--- src/rtl/rbm_pkg.sv ---
// Shared constants for the RBM forward-pass sequencer: state codes, status bit
// positions and Q0.16 helpers.
package rbm_pkg;

  localparam int unsigned STATE_W = 3;
  localparam int unsigned DIM_W   = 16;
  localparam int unsigned P_W     = 16;
  localparam int unsigned CYC_W   = 32;

  localparam logic [STATE_W-1:0] ST_IDLE  = 3'd0;
  localparam logic [STATE_W-1:0] ST_CHECK = 3'd1;
  localparam logic [STATE_W-1:0] ST_FETCH = 3'd2;
  localparam logic [STATE_W-1:0] ST_START = 3'd3;
  localparam logic [STATE_W-1:0] ST_WAIT  = 3'd4;
  localparam logic [STATE_W-1:0] ST_WRITE = 3'd5;
  localparam logic [STATE_W-1:0] ST_DONE  = 3'd6;
  localparam logic [STATE_W-1:0] ST_ERR   = 3'd7;

  localparam int unsigned STAT_BUSY_BIT = 0;
  localparam int unsigned STAT_DONE_BIT = 1;
  localparam int unsigned STAT_ERR_BIT  = 2;

  localparam logic [P_W-1:0] Q16_HALF = 16'h8000;

  // States in which a run is in progress and cycles are billed.
  function automatic logic is_busy_state(input logic [STATE_W-1:0] s);
    return (s == ST_CHECK) || (s == ST_FETCH) || (s == ST_START) ||
           (s == ST_WAIT)  || (s == ST_WRITE);
  endfunction

endpackage

--- src/rtl/rbm_hsample.sv ---
// Binary hidden-state sampler: threshold at one half, or Bernoulli against an
// external uniform random value.
module rbm_hsample
  import rbm_pkg::*;
(
  input  logic [P_W-1:0] p,
  input  logic [P_W-1:0] rnd,
  input  logic           determ,
  output logic           hbit_c
);

  always_comb begin
    hbit_c = 1'b0;
    if (determ) hbit_c = (p >= Q16_HALF);
    else        hbit_c = (rnd < p);
  end

endmodule

--- src/rtl/rbm_hidden_sched.sv ---
// Hidden-unit sequencer: walks j = 0..h_dim-1 through column fetch, core GEMV,
// sampling and hidden-buffer write, and maintains the run status.
module rbm_hidden_sched
  import rbm_pkg::*;
#(
  parameter int unsigned I_DIM   = 256,
  parameter int unsigned H_MAX   = 64,
  parameter int unsigned TIMEOUT = 1024
) (
  input  logic             ACLK,
  input  logic             ARESETn,
  input  logic             ctrl_start,
  input  logic             ctrl_soft_rst,
  input  logic             ctrl_determ,
  input  logic [DIM_W-1:0] i_dim,
  input  logic [DIM_W-1:0] h_dim,
  input  logic [P_W-1:0]   rnd,
  output logic             col_req,
  output logic [DIM_W-1:0] col_idx,
  input  logic             col_ack,
  output logic             core_start,
  input  logic             core_busy,
  input  logic [P_W-1:0]   core_p,
  output logic             hbuf_we,
  output logic [DIM_W-1:0] hbuf_addr,
  output logic [P_W-1:0]   hbuf_prob,
  output logic             hbuf_bit,
  output logic             stat_busy,
  output logic             stat_done,
  output logic             stat_err,
  output logic [CYC_W-1:0] stat_cycles
);

  localparam int unsigned TO_W = $clog2(TIMEOUT + 1);
  localparam logic [TO_W-1:0] TO_LAST = TO_W'(TIMEOUT - 1);

  logic [STATE_W-1:0] state, state_n;
  logic               start_q;
  logic [DIM_W-1:0]   j, j_n;
  logic [TO_W-1:0]    tcnt, tcnt_n;
  logic [DIM_W-1:0]   h_lat, h_lat_n;
  logic [DIM_W-1:0]   i_lat, i_lat_n;
  logic               done_n, err_n;
  logic [CYC_W-1:0]   cycles_n;
  logic [DIM_W-1:0]   addr_n;
  logic [P_W-1:0]     prob_n;
  logic               bit_n;
  logic               sample_c;

  rbm_hsample u_hsample (
    .p      (core_p),
    .rnd    (rnd),
    .determ (ctrl_determ),
    .hbit_c (sample_c)
  );

  // Next state, loop index, timeout count and next values of registered outputs.
  always_comb begin
    state_n  = state;
    j_n      = j;
    tcnt_n   = tcnt;
    h_lat_n  = h_lat;
    i_lat_n  = i_lat;
    done_n   = stat_done;
    err_n    = stat_err;
    cycles_n = stat_cycles;
    addr_n   = hbuf_addr;
    prob_n   = hbuf_prob;
    bit_n    = hbuf_bit;

    if (is_busy_state(state) && (stat_cycles != '1)) begin
      cycles_n = stat_cycles + CYC_W'(1);
    end

    unique case (state)
      ST_IDLE: begin
        if (ctrl_start && !start_q) begin
          state_n  = ST_CHECK;
          j_n      = '0;
          done_n   = 1'b0;
          err_n    = 1'b0;
          cycles_n = '0;
          h_lat_n  = h_dim;
          i_lat_n  = i_dim;
        end
      end
      ST_CHECK: begin
        if ((h_lat == '0) || (h_lat > DIM_W'(H_MAX)) || (i_lat != DIM_W'(I_DIM))) begin
          state_n = ST_ERR;
        end else begin
          state_n = ST_FETCH;
          tcnt_n  = '0;
        end
      end
      ST_FETCH: begin
        if (col_ack) begin
          state_n = ST_START;
        end else if (tcnt == TO_LAST) begin
          state_n = ST_ERR;
        end else begin
          tcnt_n = tcnt + TO_W'(1);
        end
      end
      ST_START: begin
        state_n = ST_WAIT;
        tcnt_n  = '0;
      end
      ST_WAIT: begin
        // The first non-busy cycle is the capture cycle for p and rnd.
        if (!core_busy) begin
          state_n = ST_WRITE;
          addr_n  = j;
          prob_n  = core_p;
          bit_n   = sample_c;
        end else if (tcnt == TO_LAST) begin
          state_n = ST_ERR;
        end else begin
          tcnt_n = tcnt + TO_W'(1);
        end
      end
      ST_WRITE: begin
        if (j == (h_lat - DIM_W'(1))) begin
          state_n = ST_DONE;
        end else begin
          state_n = ST_FETCH;
          j_n     = j + DIM_W'(1);
          tcnt_n  = '0;
        end
      end
      ST_DONE: state_n = ST_IDLE;
      ST_ERR:  state_n = ST_IDLE;
      default: state_n = ST_IDLE;
    endcase

    if (state_n == ST_DONE) done_n = 1'b1;
    if (state_n == ST_ERR)  err_n  = 1'b1;
  end

  // State and registered outputs; soft reset clears everything except the
  // start sampler, which tracks ctrl_start so release cannot look like an edge.
  always_ff @(posedge ACLK or negedge ARESETn) begin
    if (!ARESETn) begin
      state       <= ST_IDLE;
      start_q     <= 1'b0;
      j           <= '0;
      tcnt        <= '0;
      h_lat       <= '0;
      i_lat       <= '0;
      col_req     <= 1'b0;
      col_idx     <= '0;
      core_start  <= 1'b0;
      hbuf_we     <= 1'b0;
      hbuf_addr   <= '0;
      hbuf_prob   <= '0;
      hbuf_bit    <= 1'b0;
      stat_busy   <= 1'b0;
      stat_done   <= 1'b0;
      stat_err    <= 1'b0;
      stat_cycles <= '0;
    end else if (ctrl_soft_rst) begin
      state       <= ST_IDLE;
      start_q     <= ctrl_start;
      j           <= '0;
      tcnt        <= '0;
      h_lat       <= '0;
      i_lat       <= '0;
      col_req     <= 1'b0;
      col_idx     <= '0;
      core_start  <= 1'b0;
      hbuf_we     <= 1'b0;
      hbuf_addr   <= '0;
      hbuf_prob   <= '0;
      hbuf_bit    <= 1'b0;
      stat_busy   <= 1'b0;
      stat_done   <= 1'b0;
      stat_err    <= 1'b0;
      stat_cycles <= '0;
    end else begin
      state       <= state_n;
      start_q     <= ctrl_start;
      j           <= j_n;
      tcnt        <= tcnt_n;
      h_lat       <= h_lat_n;
      i_lat       <= i_lat_n;
      col_req     <= (state_n == ST_FETCH);
      col_idx     <= j_n;
      core_start  <= (state_n == ST_START);
      hbuf_we     <= (state_n == ST_WRITE);
      hbuf_addr   <= addr_n;
      hbuf_prob   <= prob_n;
      hbuf_bit    <= bit_n;
      stat_busy   <= is_busy_state(state_n);
      stat_done   <= done_n;
      stat_err    <= err_n;
      stat_cycles <= cycles_n;
    end
  end

endmodule

--- config.mk ---
export PLATFORM = sky130hd
export DESIGN_NAME = rbm_hidden_sched
export DESIGN_NICKNAME = d
export VERILOG_FILES = /design/src/rtl/rbm_pkg.sv /design/src/rtl/rbm_hsample.sv /design/src/rtl/rbm_hidden_sched.sv
export SDC_FILE = /design/constraint.sdc
export NUM_CORES = 1
export LEC_CHECK = 0
export ABC_AREA = 1
export CORE_UTILIZATION = 40
export DETAILED_ROUTE_END_ITERATION = 10
export GPL_TIMING_DRIVEN = 0
export SLEW_MARGIN = 15
export SYNTH_ARGS = -nofsm -noshare
export SYNTH_HDL_FRONTEND = slang
export SYNTH_SLANG_ARGS = --single-unit
--- constraint.sdc ---
create_clock -name ACLK -period 2.6 [get_ports ACLK]
set_input_delay 0.26 -clock ACLK [delete_from_list [all_inputs] [get_ports ACLK]]
set_output_delay 0.26 -clock ACLK [all_outputs]
set_load 0.05 [all_outputs]
==> summary.md <==
| Metric | Value |
|---|---|
| Hold EP | core_start |
| Fin worst setup slack | between 200 and 250 ps |
| Vias | roughly 7,500 |
| Yosys warnings | 0 |
| Max-cap viol count | 0 |
| Pin slew with the least headroom to its limit | between 600 and 700 ps |
| Post-Syn Nets | around 1,100 |
| Number of fill cells | roughly 1,900 |
| DRT antenna net count | 0 |
| Chip Height | 142 µm |
| Hold path cells | 2 |
| Iter 0 DRT Violations | 470 |
| Synthesis-stage register bit count | approximately 130 |
| Top FF cell, synth | dfrtp_1 |
| WL final | ~23,000 µm |
| Postcts setup bufs | 0 |
| Final Net Count | 1,316 |
| Routed vias/inst | 5.02 |
| Ys async rst share | 1.00 |
| Avg WL per Cell | ~15 µm |
| TritonCTS sink count | around 130 |
| Number of global-route vias before repair | between 6,000 and 7,000 |
| DR pass1 iterations | 5 |
| Final hold slack | between 300 and 400 ps |
| Seq/Total Area, Yosys | 0.428 |
| Post-synth EDFFs | 0 |
| Clock latency on the worst-skew pair | about 430 ps |
| Avg Cell Area, Syn | between 7 and 8 µm² |
| Period utilization | 0.915 |
| Highest net fanout along the worst path | 10 |
| Min cycle time layout | 2380 ps |
| Initial antenna violation count | 0 |
| Number of port buffers | roughly 160 |
| Final setup violation count | 0 |
| CTS buffer count | 17 |
| Worst EP arrival | roughly 2700 ps |
| Clk slew on worst S/H paths | 60 ps |
| Synth cell types | 43 |
| First-pass GRT wire length | 36,300 µm |
| Outcome | complete, no violations |
| Number of diodes | 0 |
| Clk buf depth | 2 |
| Max VDD drop | about 0.4 mV |
| Worst reg2reg setup slack | roughly 220 ps |
| CTS tree | yes |
| Largest net degree at the start of global routing | between 60 and 70 |
| Die Width | approximately 140 µm |
| H-tree lvl count | 4 |
| Die area | roughly 20,000 µm² |
| Layout cell share with drive strength beyond 1 | 0.0622 |
| Reg2reg path depth | 16 |
| # IOs | 158 |
| Critical path class | reg -> reg |
| Reg-to-Reg Start | h_lat[0] |
| CP Data Required Time | ~2900 ps |
| Final HPWL DP | between 15,000 and 20,000 µm |
| Hold Vio Cnt, Final | 0 |
| Fmax | around 0.42 GHz |
| Pwr dens | approximately 750 nW/µm² |
| All-Layer GR Usage | 0.236 |
| Pre-CTS WS | -33.6 ps |
| Root buf cell | clkbuf_16 |
| Post-route cell area | 10,400 µm² |
| GP Congestion | between 0.8 and 0.9 |
| Unrepaired setup endpoints after global routing | no |
| TNS Setup | 0 ps |
| Core ar. | about 19,000 µm² |
| Slew Limit Fails | 0 |
| Post-DP Area | 9750 µm² |
| Worst setup EP type | flip-flop |
| Critical Path Start Type | flip-flop |
| Row cnt | 50 |
| DRC Markers | 0 |
| Worst r2r dst | tcnt[0] |
| Area grow syn2layout | 33.1% |
| Cell area after synthesis | approximately 7800 µm² |
| Tightest Hold Check Type | in -> reg |
| Grt total ovfl | 0 |
| Final Skew | approximately 10 ps |
| Slew headroom | 0.567 |
| Final Util | 0.550 |
| Mapped Cells | around 1,000 |
| Leak | 4.74 nW |
| Hold_sp | ctrl_soft_rst |
| Initial Util | 0.413 |
==> worst max path at each step <==
stage | from | end | slack [ps] | cells after the start
2_1_floorplan | stat_cycles[0] | stat_cycles[31] | 320 | 12
3_3_place_gp | ARESETn | hbuf_addr[5] | -4220 | 1
3_5_place_dp | ctrl_start | h_lat[7] | -30 | 10
4_1_cts | h_lat[0] | tcnt[3] | 40 | 15
5_1_grt | stat_cycles[1] | stat_cycles[31] | 40 | 12
6_report | h_lat[0] | tcnt[0] | 220 | 16
==> stage by stage <==
stage | instances | total power, mW
floorplan | 1048 | 4.39
global placement | 1464 | 5.23
detailed placement | 1465 | 5.26
CTS | 1498 | 7.87
global route | 1498 | 8.33
finish | 1498 | 7.85
==> metal layers <==
metal	part of all wire	vias to the layer above	track usage	wire [µm]
met2	0.45	203	0.370	10300
met3	0.060	18	0.0495	1370
met1	0.47	3529	0.329	10900
li1	-	3769	-	-
met4	0.014	0	0.0668	324
met5	0	-	0	0
==> state kept, by name (all words and copies together), names as in the netlist <==
| name | flops |
|---|---|
| core_start | 1 |
| hbuf_we | 1 |
| stat_busy | 1 |
| h_lat | 16 |
| i_lat | 16 |
| stat_err | 1 |
| stat_cycles | 32 |
| tcnt | 11 |
| stat_done | 1 |
| hbuf_prob | 16 |
| state | 3 |
| j | 16 |
| start_q | 1 |
| hbuf_addr | 16 |
| hbuf_bit | 1 |
| col_req | 1 |
==> power by group <==
group	total (mW)	internal [mW]	switching, mW
combinational	2.81	0.945	1.87
sequential	2.45	2.27	0.183
clock	2.59	1.66	0.928
==> cells in the final DEF (no fill, tap or decap), drive strengths merged <==
cell type / instances
a211oi: 3
a21oi: 21
a22o: 3
a31oi: 1
and2: 2
and3: 2
buf: 17
bufinv: 4
clkbuf: 40
clkdlybuf4s50: 155
clkinv: 6
clkinvlp: 3
dfrtp: 134
dlygate4sd3: 1
ha: 20
inv: 116
nand2: 256
nand2b: 1
nand3: 103
nand3b: 5
nand4: 43
nor2: 149
nor3: 19
nor3b: 2
nor4: 4
o211ai: 2
o21a: 2
o21ai: 75
o21bai: 1
o221ai: 1
o22ai: 1
o31ai: 1
or2: 1
xnor2: 21
xor2: 23
==> area by class of cell <==
type                    instances  area, µm²  share of cell area
clock buffers                  21        460              0.0442
plain buffers                  34        174              0.0167
clock inverters                11        174              0.0167
flip-flops and latches        134       3350               0.322
repair buffers                158       1600               0.154
multi-input cells             762       3890               0.373
inverters                     118        443              0.0425
well taps                     260        325              0.0312
==> cell usage after synthesis (all sizes together) (2+ instances only) <==
cell | instances | area [µm²]
nand2 | 256 | 978
nor2 | 149 | 619
dfrtp | 134 | 3350
inv | 116 | 435
nand3 | 103 | 538
o21ai | 75 | 375
nand4 | 43 | 269
xor2 | 23 | 201
a21oi | 21 | 105
xnor2 | 21 | 184
ha | 20 | 250
clkbuf | 19 | 72.6
nor3 | 19 | 100
buf | 15 | 101
nand3b | 5 | 50.1
nor4 | 4 | 25.0
a211oi | 3 | 22.5
a22o | 3 | 26.3
and2 | 2 | 12.5
and3 | 2 | 12.5
clkinv | 2 | 7.51
nor3b | 2 | 15.0
o211ai | 2 | 15.0
o21a | 2 | 15.0
==> cells by family after synthesis <==
group                    count (synthesis)  share of synthesized area
flip-flops                             134                      0.428
AO/OA/AOI/OAI                          111                     0.0760
XOR/XNOR                                44                     0.0492
buffers and inverters                  152                     0.0787
AND/OR/NAND/NOR                        587                      0.336
adder cells (fa/ha/maj)                 20                     0.0319
==> worst max-delay path, stage by stage, from the launching register on <==
cell and delay, ps:
dfrtp_1 430, inv_2 150, ha_4 200, nand2_2 100, nor2_1 210, nand3_1 100, nand2_1 70, nand2_1 60
nor2_1 90, nand2_1 50, nor2_1 130, nand2_1 160, nand2_1 140, buf_4 190, nor2_4 60, nand2_1 70
o21ai_1 60
==> timing repair <==
action / CTS / global route
hold buffers: 1 / 0
endpoints found under the hold margin: 66 / 0
gates resized for setup: 0 / 8
endpoints found under the setup margin: 0 / 53
Power figures use the tool's default switching activity.
==> edit (same settings) <==
Make the reset (`ARESETn`) synchronous in one clocked block.
--- a/src/rtl/rbm_hidden_sched.sv
+++ b/src/rtl/rbm_hidden_sched.sv
@@ -140,3 +140,3 @@
   // start sampler, which tracks ctrl_start so release cannot look like an edge.
-  always_ff @(posedge ACLK or negedge ARESETn) begin
+  always_ff @(posedge ACLK) begin
     if (!ARESETn) begin
Function: differs if ARESETn is asserted again (counterexample within 4 cycles, from zero or initial values and one cycle with ARESETn low); with ARESETn held inactive, the same outputs for 10 cycles.
==> edit against the original RTL <==
Synthesized area shrank 7.0%. Synthesized cell count grew 3.7%. Routed wire length shrank 6.6%. Sequential cell count is the same. Sequential share of layout area shrank 4.7 points. First-iteration DRC count shrank 14%. Final area shrank 6.4%. Worst setup slack gained 0.0076 ns. Global-route usage is essentially flat. Largest cell class unchanged. Highest routed layer unchanged.
Power is not compared: it rests on default switching activity, and its combinational part moved more than twofold at a synthesized area within 25%.
==> edit: results (changes against the original RTL) <==
INFO  status         result_of_the_run=finished clean
INFO  synth          yosys.area_share.adder=3.26% [+0.068 points]
INFO  placement      post-dp-hpwl=16,600µm [-4.4%]
INFO  global_routing grt_first_pass_wirelength=34,000µm [-6.4%]
INFO  placement      place.detailed.instances=1,469 [+0.27%]
INFO  synth          netlist_top_cells_area=sky130_fd_sc_hd__dfxtp_1 37%, sky130_fd_sc_hd__nand2_1 11%, sky130_fd_sc_hd__nor2_1 9.8%
INFO  cells_and_area largest_register_ff_count=32 [unchanged]
INFO  synth          netlist_instances=1,087 [+3.7%]
INFO  synth          synth_async_sr_flop_share=0% [-100 points]
INFO  cells_and_area finalNetCount=1,353 [+2.8%]
INFO  global_routing maximum_number_of_pins_on_one_net_before_global_route_repair=17 [-75%]
INFO  cells_and_area drive_above_1_share=6.43% [+0.21 points]
INFO  drt            dr_total_vias=7,358 [-2.1%]
INFO  drt            vias_per_cell=4.91 [-2.3%]
INFO  placement      place.gp.congestion=0.925 [+5.8%]
INFO  synth          synthXorXnorAreaFrac=6.25% [+1.3 points]
INFO  timing         max_slew_margin=43.1% [-14 points]
INFO  drt            drtIter0Drc=406 [-14%]
INFO  synth          area_fraction_in_compound_gates_after_synthesis=13.0% [+5.4 points]
INFO  placement      portBuffers=157 [+0.64%]
INFO  critical_path  path_delay_family=simple AND/OR/NAND/NOR gates
INFO  placement      preCtsSetupSlack=-0.259ns [-0.225 ns]
INFO  timing         skew=0.0115ns [+0.00176 ns]
INFO  synth          synth_cell_type_count=35 [-19%]
INFO  global_routing first_global_vias=6,660 [-4.6%]
INFO  cells_and_area antenna_cells=0 [unchanged]
INFO  critical_path  crit_path_max_incr_delay=0.33ns [-0.10 ns]
INFO  synth          synth_nets=1,177 [+3.3%]
INFO  global_routing track_usage=23.6% [about the same]
INFO  critical_path  crit_slowest_cell=sky130_fd_sc_hd__dfxtp_1
INFO  synth          yosys-top-cells-count=221 x sky130_fd_sc_hd__nand2_1, 191 x sky130_fd_sc_hd__nor2_1, 134 x sky130_fd_sc_hd__dfxtp_1, 100 x sky130_fd_sc_hd__inv_1, 79 x sky130_fd_sc_hd__a21oi_1
INFO  cts            cts-buffers-inserted=17 [unchanged]
INFO  cts            cts.reportedPaths.clkPinSlew=0.06ns [about the same]
INFO  power_and_ir_drop combPwrFrac=12.7%
INFO  placement      dpl_cell_area=0.00914mm² [-6.3%]
INFO  synth          ys_seq_area_share=36.8% [-6.0 points]
-- edit: cell types whose count changed after synthesis, moves of 16 or more --
cell	change
sky130_fd_sc_hd__dfrtp_1	-134
sky130_fd_sc_hd__dfxtp_1	+134
sky130_fd_sc_hd__a21oi_1	+58
sky130_fd_sc_hd__nor2_1	+54
sky130_fd_sc_hd__nand2_1	-30
sky130_fd_sc_hd__nand3_1	-28
sky130_fd_sc_hd__nand4_1	-27
sky130_fd_sc_hd__inv_1	-16
-- edit: final timing paths --
path / start / to / slack, ns / depth (start not counted)
setup / recovery: h_lat[0] / tcnt[6] / 0.23 / 11
hold / removal: ctrl_start / start_q / 0.39 / 3
setup reg to reg: h_lat[0] / tcnt[6] / 0.23 / 11
hold reg to reg: i_lat[8] / i_lat[8] / 0.46 / 2
-- edit: kinds of logic after synthesis --
logic type	count (synthesis)
AND/OR/NAND/NOR	556
AO/OA/AOI/OAI	175
buffers and inverters	151
flip-flops	134
XOR/XNOR	52
adder cells (fa/ha/maj)	19
-- edit: per-layer routing --
| layer | global-route usage [%] | part of all wire [%] | vias to the layer above |
|---|---|---|---|
| met4 | 7.75 | 1.4 | 0 |
| met1 | 31.0 | 47 | 3313 |
| met5 | 0 | 0 | - |
| li1 | - | - | 3849 |
| met2 | 38.2 | 47 | 172 |
| met3 | 5.07 | 4.8 | 24 |
-- edit: cell type report --
cell class              instances  area, µm²
multi-input cells             802       4020
well taps                     225        282
clock inverters                10        120
clock buffers                  21        480
flip-flops and latches        134       2680
inverters                     108        405
fillers                      1758       7780
repair buffers                157       1570
plain buffers                  43        199
-- edit: what timing repair did --
action / in CTS / in global routing
endpoints found under the setup margin: 0 / 28
resized for setup: 0 / 4
setup buffers: 0 / 0
